<file path="src/rtl/multiplicador_8bits_1_pkg.sv">
// Shared constants for the shift-and-add multiplier: default operand width
// and the controller state encoding.
package multiplicador_8bits_1_pkg;

  localparam int ANCHO_DEF = 8;

  // 2'd3 is not a legal state; the controller recovers from it to IDLE.
  typedef enum logic [1:0] {
    IDLE = 2'd0,
    ITER = 2'd1,
    FIN  = 2'd2
  } state_t;

endpackage

</file>
<file path="src/rtl/multiplicador_8bits_1_sumador.sv">
// ANCHO-bit ripple adder with carry-in and carry-out. The multiplier uses it
// for H + addend with the carry-in tied low.
module multiplicador_8bits_1_sumador #(
  parameter int ANCHO = 8
) (
  input  logic [ANCHO-1:0] i_a,
  input  logic [ANCHO-1:0] i_b,
  input  logic             i_cin,
  output logic [ANCHO-1:0] o_s,
  output logic             o_cout
);

  logic [ANCHO:0] w_full;

  // Zero-extend both operands so the carry-out lands in the top bit.
  always_comb begin
    w_full = {1'b0, i_a} + {1'b0, i_b} + {{ANCHO{1'b0}}, i_cin};
  end

  assign o_s    = w_full[ANCHO-1:0];
  assign o_cout = w_full[ANCHO];

endmodule

</file>
<file path="src/rtl/multiplicador_8bits_1.sv">
// Sequential shift-and-add multiplier: PP = A * B over ANCHO iterations.
// Optional macro MULT_SIGNED_EN: treat A and B as two's complement by
// multiplying magnitudes and negating the product when the signs differ.
//
// Handshake: init is sampled only in IDLE. An accepted init at edge k puts the
// block in ITER for edges k+1..k+ANCHO (busy=1); PP is written on edge k+ANCHO
// and done pulses for the single following cycle (state FIN). PP then holds
// until the next operation completes or reset clears it.
module multiplicador_8bits_1
  import multiplicador_8bits_1_pkg::*;
#(
  parameter int ANCHO = ANCHO_DEF
) (
  input  logic               clk,
  input  logic               rst,
  input  logic               init,
  input  logic [ANCHO-1:0]   A,
  input  logic [ANCHO-1:0]   B,
  output logic [2*ANCHO-1:0] PP,
  output logic               busy,
  output logic               done,
  output logic [1:0]         o_dbg_state
);

  localparam int CNT_W = $clog2(ANCHO) + 1;

  state_t             r_state;
  state_t             w_next;
  logic [ANCHO-1:0]   r_ma;
  logic [ANCHO-1:0]   r_h;
  logic [ANCHO-1:0]   r_l;
  logic [CNT_W-1:0]   r_cnt;
  logic [2*ANCHO-1:0] r_pp;

  logic [ANCHO-1:0]   w_a_in;
  logic [ANCHO-1:0]   w_b_in;
  logic [ANCHO-1:0]   w_addend;
  logic [ANCHO-1:0]   w_s;
  logic               w_cout;
  logic [ANCHO:0]     w_sum;
  logic [2*ANCHO-1:0] w_prod;
  logic [2*ANCHO-1:0] w_pp_final;
  logic               w_last;

`ifdef MULT_SIGNED_EN
  logic r_neg;

  // Magnitudes of the signed operands; -2^(ANCHO-1) maps to its unsigned value.
  always_comb begin
    w_a_in = A[ANCHO-1] ? (~A + ANCHO'(1)) : A;
    w_b_in = B[ANCHO-1] ? (~B + ANCHO'(1)) : B;
  end

  // Restore the sign of the product on the way into PP.
  always_comb begin
    w_pp_final = r_neg ? (~w_prod + (2*ANCHO)'(1)) : w_prod;
  end
`else
  // Unsigned build: operands and product pass through unchanged.
  always_comb begin
    w_a_in     = A;
    w_b_in     = B;
    w_pp_final = w_prod;
  end
`endif

  // Add the multiplicand only when the current multiplier bit is set.
  always_comb begin
    w_addend = r_l[0] ? r_ma : '0;
  end

  multiplicador_8bits_1_sumador #(.ANCHO(ANCHO)) u_sumador (
    .i_a    (r_h),
    .i_b    (w_addend),
    .i_cin  (1'b0),
    .o_s    (w_s),
    .o_cout (w_cout)
  );

  // Accumulator after this iteration's add-then-shift; the carry-out slides
  // into H's MSB so the C bit of {C,H,L} is always zero after a shift.
  always_comb begin
    w_sum  = {w_cout, w_s};
    w_prod = {w_sum, r_l[ANCHO-1:1]};
    w_last = (r_cnt == CNT_W'(ANCHO - 1));
  end

  // Controller state register.
  always_ff @(posedge clk) begin
    if (rst) r_state <= IDLE;
    else     r_state <= w_next;
  end

  // Next-state decode; the illegal encoding falls back to IDLE.
  always_comb begin
    w_next = IDLE;
    case (r_state)
      IDLE:    w_next = init ? ITER : IDLE;
      ITER:    w_next = w_last ? FIN : ITER;
      FIN:     w_next = IDLE;
      default: w_next = IDLE;
    endcase
  end

  // Datapath: capture on accepted init, add-and-shift in ITER, write PP on the
  // last iteration.
  always_ff @(posedge clk) begin
    if (rst) begin
      r_ma  <= '0;
      r_h   <= '0;
      r_l   <= '0;
      r_cnt <= '0;
      r_pp  <= '0;
`ifdef MULT_SIGNED_EN
      r_neg <= 1'b0;
`endif
    end else begin
      case (r_state)
        IDLE: begin
          if (init) begin
            r_ma  <= w_a_in;
            r_h   <= '0;
            r_l   <= w_b_in;
            r_cnt <= '0;
`ifdef MULT_SIGNED_EN
            r_neg <= A[ANCHO-1] ^ B[ANCHO-1];
`endif
          end
        end
        ITER: begin
          r_h   <= w_sum[ANCHO:1];
          r_l   <= {w_sum[0], r_l[ANCHO-1:1]};
          r_cnt <= r_cnt + CNT_W'(1);
          if (w_last) r_pp <= w_pp_final;
        end
        default: ;
      endcase
    end
  end

  assign PP          = r_pp;
  assign busy        = (r_state == ITER);
  assign done        = (r_state == FIN);
  assign o_dbg_state = r_state;

endmodule

</file>
<file path="config.mk">
export PLATFORM = sky130hd
export DESIGN_NAME = multiplicador_8bits_1
export DESIGN_NICKNAME = d
export VERILOG_FILES = /design/src/rtl/multiplicador_8bits_1_pkg.sv /design/src/rtl/multiplicador_8bits_1_sumador.sv /design/src/rtl/multiplicador_8bits_1.sv
export SDC_FILE = /design/constraint.sdc
export NUM_CORES = 1
export LEC_CHECK = 0
export ABC_AREA = 0
export BUFFER_PORTS_ARGS = -buffer_cell sky130_fd_sc_hd__clkbuf_2
export CAP_MARGIN = 20
export CORE_ASPECT_RATIO = 0.6
export CORE_MARGIN = 4
export CORE_UTILIZATION = 45
export DETAILED_ROUTE_END_ITERATION = 7
export PLACE_DENSITY = 0.7
export SKIP_LAST_GASP = 1
export SLEW_MARGIN = 20
export SYNTH_ARGS = -nofsm -noshare
export SYNTH_HDL_FRONTEND = slang
export SYNTH_SLANG_ARGS = --single-unit
</file>
<file path="constraint.sdc">
create_clock -name clk -period 3.31 [get_ports clk]
set_input_delay 0.4965 -clock clk [delete_from_list [all_inputs] [get_ports clk]]
set_output_delay 0.4965 -clock clk [all_outputs]
set_load 0.02 [all_outputs]
</file>
==> results of run 1 <==
layout make-up:
| type | count | share of cell area |
|---|---|---|
| multi-input cells | 201 | 0.4552 |
| flip-flops and latches | 46 | 0.3665 |
| repair buffers | 42 | 0.08765 |
| well taps | 63 | 0.03137 |
| clock buffers | 5 | 0.02739 |
| clock inverters | 3 | 0.02739 |
| inverters | 3 | 0.004482 |
cells in the final DEF (no fill, tap or decap), types with 4 or more instances in the layout:
master / netlist / layout
o211ai_1: 5 / 5
nand2b_1: 4 / 4
nand3_1: 13 / 13
ha_1: 9 / 9
buf_4: 0 / 4
nand3b_1: 6 / 6
and2_1: 8 / 8
nor2_1: 29 / 29
a21oi_1: 36 / 36
dfxtp_1: 46 / 46
or4_1: 4 / 4
nand4b_1: 4 / 4
o21ai_0: 4 / 4
nand2_1: 45 / 45
clkbuf_8: 0 / 5
nor4_1: 6 / 6
clkbuf_2: 0 / 38
sequential cells by signal, indices dropped and copies added (netlist names):
signal and count:
r_cnt 4, o_dbg_state 2, r_h 8, PP 16
r_l 8, r_ma 8
report_power, final:
group	total (mW)	internal (mW)	switching (mW)
registers	0.585	0.571	0.0143
clock network	0.500	0.303	0.197
logic	0.101	0.0356	0.0654
through the flow:
| stage | std cells | utilization | power [mW] | hold WS (ps) |
|---|---|---|---|---|
| finish | 363 | 0.5476 | 1.186 | 411.1 |
| global placement | 355 | 0.5176 | 0.6957 | 442.6 |
| floorplan | 268 | - | 0.6634 | 431.7 |
| global route | 363 | 0.5476 | 1.231 | 412.9 |
| CTS | 363 | 0.5476 | 1.191 | 409.6 |
| detailed placement | 355 | 0.5176 | 0.6981 | 441.9 |
worst max-delay path by stage:
| stage | depth (start not counted) | to | slack (ps) | startpoint |
|---|---|---|---|---|
| floorplan | 7 | r_h[5]$_SDFFE_PP0P_ | 1330 | r_l[0]$_SDFFE_PP0P_ |
| global placement | 7 | PP[13]$_SDFFE_PP0P_ | 1200 | r_l[0]$_SDFFE_PP0P_ |
| detailed placement | 7 | PP[13]$_SDFFE_PP0P_ | 1120 | r_l[0]$_SDFFE_PP0P_ |
| CTS | 7 | PP[13]$_SDFFE_PP0P_ | 1080 | r_l[0]$_SDFFE_PP0P_ |
| global route | 7 | PP[13]$_SDFFE_PP0P_ | 900 | r_l[0]$_SDFFE_PP0P_ |
| finish | 7 | PP[13]$_SDFFE_PP0P_ | 1060 | r_l[0]$_SDFFE_PP0P_ |
per-layer routing:
metal | track usage | routed length (um) | up-vias
li1 | - | - | 1004
met1 | 0.2686 | 2748 | 881
met2 | 0.2676 | 2012 | 65
met3 | 0.04977 | 428 | 5
met4 | 0.05400 | 38 | 0
met5 | 0 | 0 | -
cell families after synthesis:
kind of cell,count (synthesis)
mux,1
xor+xnor,2
fa+ha+maj,10
compound gates,59
buf+inv,21
flops,46
simple gates,129
critical path, cell delays in order (launching register included):
cell and delay, ps:
dfxtp_1 370, and2_1 160, ha_1 200, fa_1 410
a21oi_1 260, o21ai_0 230, a2111o_1 470, nand3_1 90
==> impl_metrics.json, run 1 <==
{
  "place_area_um2": 2375,
  "synthAdderAreaFrac": 0.06174,
  "multi_input_area_um2": 1144,
  "final-hold-violation-count": 0,
  "rsz0062_at_grt": "false",
  "via_per_inst": 5.386,
  "synth_edf_count": 0,
  "route.detailed.drc": 0,
  "grt_usage": 0.1844,
  "clk_latency_ps": 300,
  "leakagePower_nw": 1.033,
  "grt_overflow": 0,
  "path_max_fanout": 9,
  "hold_class": "in -> reg",
  "drv_slew": 0,
  "setup_ws_ps": 1063,
  "hold_start": "A[6]",
  "synth_top_family_by_area": "simple AND/OR/NAND/NOR gates",
  "drt-pass1-iter-count": 4,
  "drive_gt1_frac": 0.1767,
  "cp-start-kind": "register",
  "core_um2": 4588,
  "slew_headroom": 0.4754,
  "root_buffer": "clkbuf_8",
  "n_fill_cell": 468,
  "grt_pass1_wl_um": 8666,
  "grt_antenna_before_repair": 0,
  "grt_max_degree": 35,
  "dp_hpwl_um": 3699,
  "wirelength_um": 5227,
  "outcome": "completed",
  "arrival_ps": 2490,
  "io_pins": 39,
  "synth_compound_area_frac": 0.1637,
  "routedWlPerCell_um": 14.40,
  "initialDrtViolationCount": 143,
  "seq_area_um2": 920.9,
  "yosysUniqueCellTypes": 38,
  "cts_max_level": 2,
  "ant_nets": 0,
  "place_congestion": 0.8567,
  "worst_slew_pin_slew_ps": 787.0,
  "maxCapViolCount": 0,
  "reg2reg_slack_ps": 1060,
  "synth_nets": 297,
  "grt_pass1_vias": 1769,
  "cts_hold_buf": 0,
  "die-width_um": 97.20,
  "async_flop_share": 0,
  "synth_area_leader_cell": "dfxtp_1",
  "synth_xor_area_frac": 0.008154,
  "area_delta_synth_final_pct": 16.95,
  "synth_mux_area_frac": 0.005242,
  "netlist.area_leader.share": 0.4287,
  "rows": 19,
  "critical_path_class": "reg -> reg",
  "cts_buffers": 5,
  "powerDensity_nw_per_um2": 472.1,
  "initial_utilization": 0.4682,
  "hold_depth": 3,
  "synth_area_um2": 2148,
  "dp_slack_ps": 1120,
  "port_buffers": 38,
  "synthFlopType": "dfxtp_1",
  "post-synth-top-count-cell": "dfxtp_1",
  "setup_violations": 0,
  "cts_resized": 0,
  "path_clk_slew_ps": 80,
  "syn_avg_cell_area_um2": 8.016,
  "synthTopCellsByCount": "46 x dfxtp_1, 45 x nand2_1, 36 x a21oi_1",
  "cp-end-kind": "register",
  "yosys_warnings": 0,
  "tritoncts": "built",
  "fin_area_um2": 2512,
  "irDropWorstVdd_v": 0.0002689,
  "die_y_um": 61.52,
  "cts_buffer_depth": 2,
  "hold_end": "r_ma[6]$_SDFFE_PP0P_",
  "skew_ps": 7.496,
  "rr_endpoint": "PP[13]$_SDFFE_PP0P_",
  "post-cts-setup-buffers": 0,
  "min_period_ps": 2247,
  "ys_ff_latch": 46,
  "synth.area.top_cells": "dfxtp_1 43%, a21oi_1 8.4%, nand2_1 7.9%",
  "vias": 1955,
  "cts.sinks": 46,
  "fmax_mhz": 444.9,
  "r2r_cells": 7,
  "synth-simple-area-share": 0.2935,
  "finalCritPeriodShare": 0.6790,
  "die_area_um2": 5980,
  "postSynthCellCount": 268,
  "fin_nets": 328,
  "r2r-start": "r_l[0]$_SDFFE_PP0P_",
  "cp.required_ps": 3550,
  "fin_tns_setup_ps": 0,
  "yosysSeqAreaShare": 0.4287,
  "n_antenna_cell": 0
}
Note: power is estimated with default switching activity, not from simulation.
==> run 2, diff against run 1 <==
Clock period 3.31 ns to 2.4 ns, I/O delays scaled along.
==> run 2 against run 1 <==
  * Clock-buffer cell count did not move
  * Sequential power rose by 38%
  * Critical path type unchanged
  * Via count shrank 0.46%
  * Setup slack lost 890 ps
  * Die area unchanged
  * Final cell count rose by 0.55%
  * Clock power grew 14%
  * Highest routed layer unchanged
  * Global-route usage down 0.70 points
  * Largest power group unchanged
==> impl_metrics.json, run 2 (same netlist as run 1, synthesis figures left out) <==
{
  "core_um2": 4588,
  "holdWs_ps": 275.1,
  "cp_slowest_stage_delay_ps": 450,
  "path_clk_slew_ps": 80,
  "die_area_um2": 5980,
  "critical_path_class": "reg -> reg",
  "worst_slew_pin_slew_ps": 509.6,
  "setup_violations": 0,
  "dp_hpwl_um": 3693,
  "place_congestion": 0.8986,
  "grt_antenna_before_repair": 0,
  "grt_max_degree": 39,
  "drt-pass1-iter-count": 4,
  "grt_overflow": 0,
  "routedWlPerCell_um": 14.01,
  "cpMaxStageDelayCell": "a2111o_1",
  "fmax_mhz": 449.1,
  "rows": 19,
  "cp-start-kind": "register",
  "drive_gt1_frac": 0.1821,
  "initial_utilization": 0.4682,
  "hold_class": "in -> reg",
  "tritoncts": "built",
  "skew_ps": 4.334,
  "cts_resized": 0,
  "root_buffer": "clkbuf_8",
  "cts.sinks": 46,
  "irDropWorstVdd_v": 0.0003596,
  "grt_pass1_vias": 1727,
  "final_cell_mix": "46 x dfxtp_1, 45 x nand2_1, 38 x clkbuf_2, 36 x a21oi_1, 29 x nor2_1",
  "powerDensity_nw_per_um2": 606.1,
  "cp-end-kind": "register",
  "finalCritPeriodShare": 0.9277,
  "final-hold-violation-count": 0,
  "min_period_ps": 2226,
  "fin_tns_setup_ps": 0,
  "multi_input_area_um2": 1144,
  "clk_latency_ps": 300,
  "cts_hold_buf": 0,
  "io_pins": 39,
  "post-cts-setup-buffers": 0,
  "grt_pass1_wl_um": 8397,
  "n_fill_cell": 459,
  "grt_usage": 0.1774,
  "cts_buffer_depth": 2,
  "slew_headroom": 0.6603,
  "fin_nets": 330,
  "n_antenna_cell": 0,
  "outcome": "completed",
  "ant_nets": 0,
  "arrival_ps": 2470,
  "rsz0062_at_grt": "false",
  "path_cells": "and2_1 -> ha_1 -> fa_1 -> a21oi_1 -> o21ai_0 -> a2111o_1 -> nand3_1",
  "largest_reg_flops": 16,
  "maxCapViolCount": 0,
  "area_delta_synth_final_pct": 16.31,
  "vias": 1946,
  "cp.required_ps": 2640,
  "via_per_inst": 5.332,
  "die_y_um": 61.52,
  "port_buffers": 38,
  "wirelength_um": 5112,
  "die-width_um": 97.20,
  "seq_area_um2": 920.9,
  "leakagePower_nw": 1.032,
  "drv_slew": 0,
  "initialDrtViolationCount": 65,
  "route.detailed.drc": 0,
  "path_max_fanout": 9,
  "cts_buffers": 5,
  "layout_commonest_cell": "dfxtp_1",
  "cts_max_level": 2
}
==> run 2: area by class of cell <==
class | instances | share of cell area
clock inverter | 3 | 0.01602
clock buffer | 5 | 0.02754
tap | 63 | 0.03155
sequential | 46 | 0.3686
inverter | 3 | 0.004507
timing repair buffer | 44 | 0.09414
multi-input combinational | 201 | 0.4577
==> run 2: layer usage <==
metal	vias to the layer above	global-route usage	share of wire
met5	-	0	0
met4	0	0.04800	0.0043
met3	6	0.04977	0.076
met2	69	0.2500	0.39
met1	867	0.2638	0.53
li1	1004	-	-
==> run 2: path summary, 6_finish.rpt <==
kind | startpoint | end | slack [ps] | cells past startpoint
worst max-delay path | r_l[0]$_SDFFE_PP0P_ | r_h[5]$_SDFFE_PP0P_ | 170 | 7
worst min-delay path | A[4] | r_ma[4]$_SDFFE_PP0P_ | 280 | 3
worst max register to register | r_l[0]$_SDFFE_PP0P_ | r_h[5]$_SDFFE_PP0P_ | 170 | 7
worst min register to register | r_ma[5]$_SDFFE_PP0P_ | r_ma[5]$_SDFFE_PP0P_ | 450 | 2
==> run 2: through the flow <==
step / total power, mW / instance area [um^2] / util / std cells / setup slack, ps
6_report: 1.514 / 2499 / 0.5446 / 365 / 173.5
5_1_grt: 1.574 / 2499 / 0.5446 / 365 / 57.00
4_1_cts: 1.528 / 2499 / 0.5446 / 365 / 198.1
3_5_place_dp: 0.9631 / 2390 / 0.5209 / 357 / 221.8
3_3_place_gp: 0.9608 / 2390 / 0.5209 / 357 / 292.1
2_1_floorplan: 0.9149 / 2148 / - / 268 / 422.8
==> run 2: where the power goes <==
| part | switching [mW] | leakage [nW] | internal [mW] | total (mW) |
|---|---|---|---|---|
| logic | 0.0889 | 0.600 | 0.0508 | 0.140 |
| registers | 0.0194 | 0.374 | 0.787 | 0.807 |
| clock network | 0.261 | 0.0579 | 0.307 | 0.568 |
==> run 2: critical path: cells and delay by family, from the launching register on <==
kind / cells / cell delay [ps]
simple gates: 2 / 240
fa+ha+maj: 2 / 600
flops: 1 / 380
compound gates: 3 / 960
==> run 3, diff against run 2 <==
Settings changed: PLACE_DENSITY 0.7 to 0.72.
Clock period 2.4 ns to 1.9 ns, I/O delays scaled along.
==> run 3 against run 2 <==
  * Power up 29%
  * Design area up 12%
  * Final cell count grew 4.9%
  * Sequential power is 26% higher
  * Non-clock buffer count up 18
  * Largest cell class unchanged
  * Highest routed layer unchanged
==> impl_metrics.json, run 3 (same netlist as run 1, synthesis figures left out) <==
{
  "outcome": "completed",
  "area_delta_synth_final_pct": 30.58,
  "vias": 2057,
  "cp_slowest_stage_delay_ps": 370,
  "cts_buffers": 5,
  "largest_reg_flops": 16,
  "hold_depth": 3,
  "worst_slew_pin_slew_ps": 360.4,
  "tritoncts": "built",
  "cpMaxStageDelayCell": "dfxtp_4",
  "critical_path_class": "reg -> reg",
  "via_per_inst": 5.371,
  "powerDensity_nw_per_um2": 695.0,
  "cp-start-kind": "register",
  "final_cell_mix": "45 x dfxtp_1, 44 x nand2_1, 38 x clkbuf_2, 31 x a21oi_1, 29 x nor2_1",
  "r2r_cells": 8,
  "grt_pass1_vias": 1836,
  "hold_class": "in -> reg",
  "skew_ps": 5.315,
  "die-width_um": 97.20,
  "core_um2": 4588,
  "met2_usage": 0.2804,
  "layout_commonest_cell": "dfxtp_1",
  "rows": 19,
  "use_met3": 0.05882,
  "dp_hpwl_um": 3811,
  "r2r-start": "r_l[0]$_SDFFE_PP0P_",
  "grt_max_degree": 39,
  "grt_pass1_wl_um": 8914,
  "rsz0062_at_grt": "true",
  "slew_headroom": 0.7598,
  "endpoint": "PP[11]$_SDFFE_PP0P_",
  "n_antenna_cell": 0,
  "die_y_um": 61.52,
  "maxCapViolCount": 0,
  "cp-end-kind": "register",
  "leakagePower_nw": 1.148,
  "path_clk_slew_ps": 80,
  "dp_slack_ps": -66.71,
  "fmax_mhz": 529.7,
  "path_max_fanout": 6,
  "root_buffer": "clkbuf_8",
  "setup_violations": 0,
  "arrival_ps": 2100,
  "grt_overflow": 0,
  "drv_slew": 0,
  "final-hold-violation-count": 0,
  "finalCritPeriodShare": 0.9935,
  "fin_tns_setup_ps": 0,
  "initial_utilization": 0.4682,
  "drt-pass1-iter-count": 4,
  "cts_buffer_depth": 2,
  "irDropWorstVdd_v": 0.0004148,
  "grt_antenna_before_repair": 0,
  "cts.sinks": 46,
  "die_area_um2": 5980,
  "min_period_ps": 1888,
  "setup_ws_ps": 12.26,
  "path_cells": "and2_4 -> ha_4 -> fa_2 -> a21oi_4 -> buf_6 -> o21bai_4 -> xnor2_2 -> o31ai_1",
  "routedWlPerCell_um": 14.80,
  "cp.required_ps": 2110,
  "grt.busiest_layer": "met2",
  "clk_latency_ps": 300,
  "startpoint": "r_l[0]$_SDFFE_PP0P_",
  "fin_area_um2": 2805,
  "place_congestion": 0.9130,
  "wirelength_um": 5668,
  "drive_gt1_frac": 0.2844,
  "initialDrtViolationCount": 94,
  "place_area_um2": 2476,
  "rr_endpoint": "PP[11]$_SDFFE_PP0P_",
  "use_met1": 0.2737,
  "reg2reg_slack_ps": 10,
  "port_buffers": 38,
  "cts_max_level": 2,
  "fin_nets": 348,
  "route.detailed.drc": 0,
  "ant_nets": 0,
  "grt_usage": 0.1884,
  "io_pins": 39
}
[run 3: cell types whose count changed in the layout (fill, tap and decap cells not counted), moves of 3 or more]
| cell | change |
|---|---|
| a21oi_4 | +3 |
| ha_1 | -3 |
| buf_6 | +4 |
| ha_4 | +3 |
| a21oi_1 | -5 |
| buf_4 | +13 |
[run 3: worst max-delay path, delay by kind of cell, from the launching register on]
kind	cells	cell delay (ps)
simple gates	1	140
fa+ha+maj	2	520
buf+inv	1	140
compound gates	3	480
xor+xnor	1	150
flops	1	370
[run 3: worst min-delay path by stage]
| stage | from | end | slack, ps |
|---|---|---|---|
| final | A[2] | r_ma[2]$_SDFFE_PP0P_ | 200 |
| after global routing | A[5] | r_ma[5]$_SDFFE_PP0P_ | 190 |
| after CTS | A[5] | r_ma[5]$_SDFFE_PP0P_ | 200 |
| after detailed placement | r_ma[6]$_SDFFE_PP0P_ | r_ma[6]$_SDFFE_PP0P_ | 440 |
| after global placement | PP[6]$_SDFFE_PP0P_ | PP[6]$_SDFFE_PP0P_ | 440 |
| after floorplan | A[0] | r_ma[0]$_SDFFE_PP0P_ | 420 |
[run 3: repair_timing]
action,4_1_cts,5_1_grt
hold buffers,0,0
endpoints found under the setup margin,8,12
pin swaps,5,10
cloned,0,0
resized for setup,9,24
buffers inserted,4,5
[run 3: cell type report]
class                           instances  area, um^2
Fill cell                             413        1783
Multi-Input combinational cell        201        1282
Sequential cell                        46       924.6
Timing Repair Buffer                   62       397.9
Tap cell                               63       78.83
Clock buffer                            7       76.32
Clock inverter                          1       30.03
Inverter                                3       15.01
[run 3: through the flow]
| stage | hold WS [ps] | cells | utilization | power [mW] |
|---|---|---|---|---|
| 6_report | 201.9 | 383 | 0.6114 | 1.950 |
| 3_5_place_dp | 444.8 | 366 | 0.5397 | 1.229 |
| 3_3_place_gp | 441.7 | 366 | 0.5397 | 1.226 |
| 4_1_cts | 195.4 | 378 | 0.5759 | 1.932 |
| 2_1_floorplan | 421.0 | 268 | - | 1.156 |
| 5_1_grt | 191.8 | 383 | 0.6114 | 2.027 |
[run 3: layer usage]
metal,wire (um),part of all wire,up-vias
met3,368,0.065,3
li1,-,-,1047
met5,0,0,-
met1,2893,0.51,948
met4,21,0.0037,0
met2,2384,0.42,59
[run 3: report_power, final]
part           switching (mW)  total [mW]  internal [mW]
combinational           0.126       0.216         0.0902
sequential             0.0260        1.02          0.995
clock                   0.319       0.712          0.394
total                   0.471        1.95           1.48
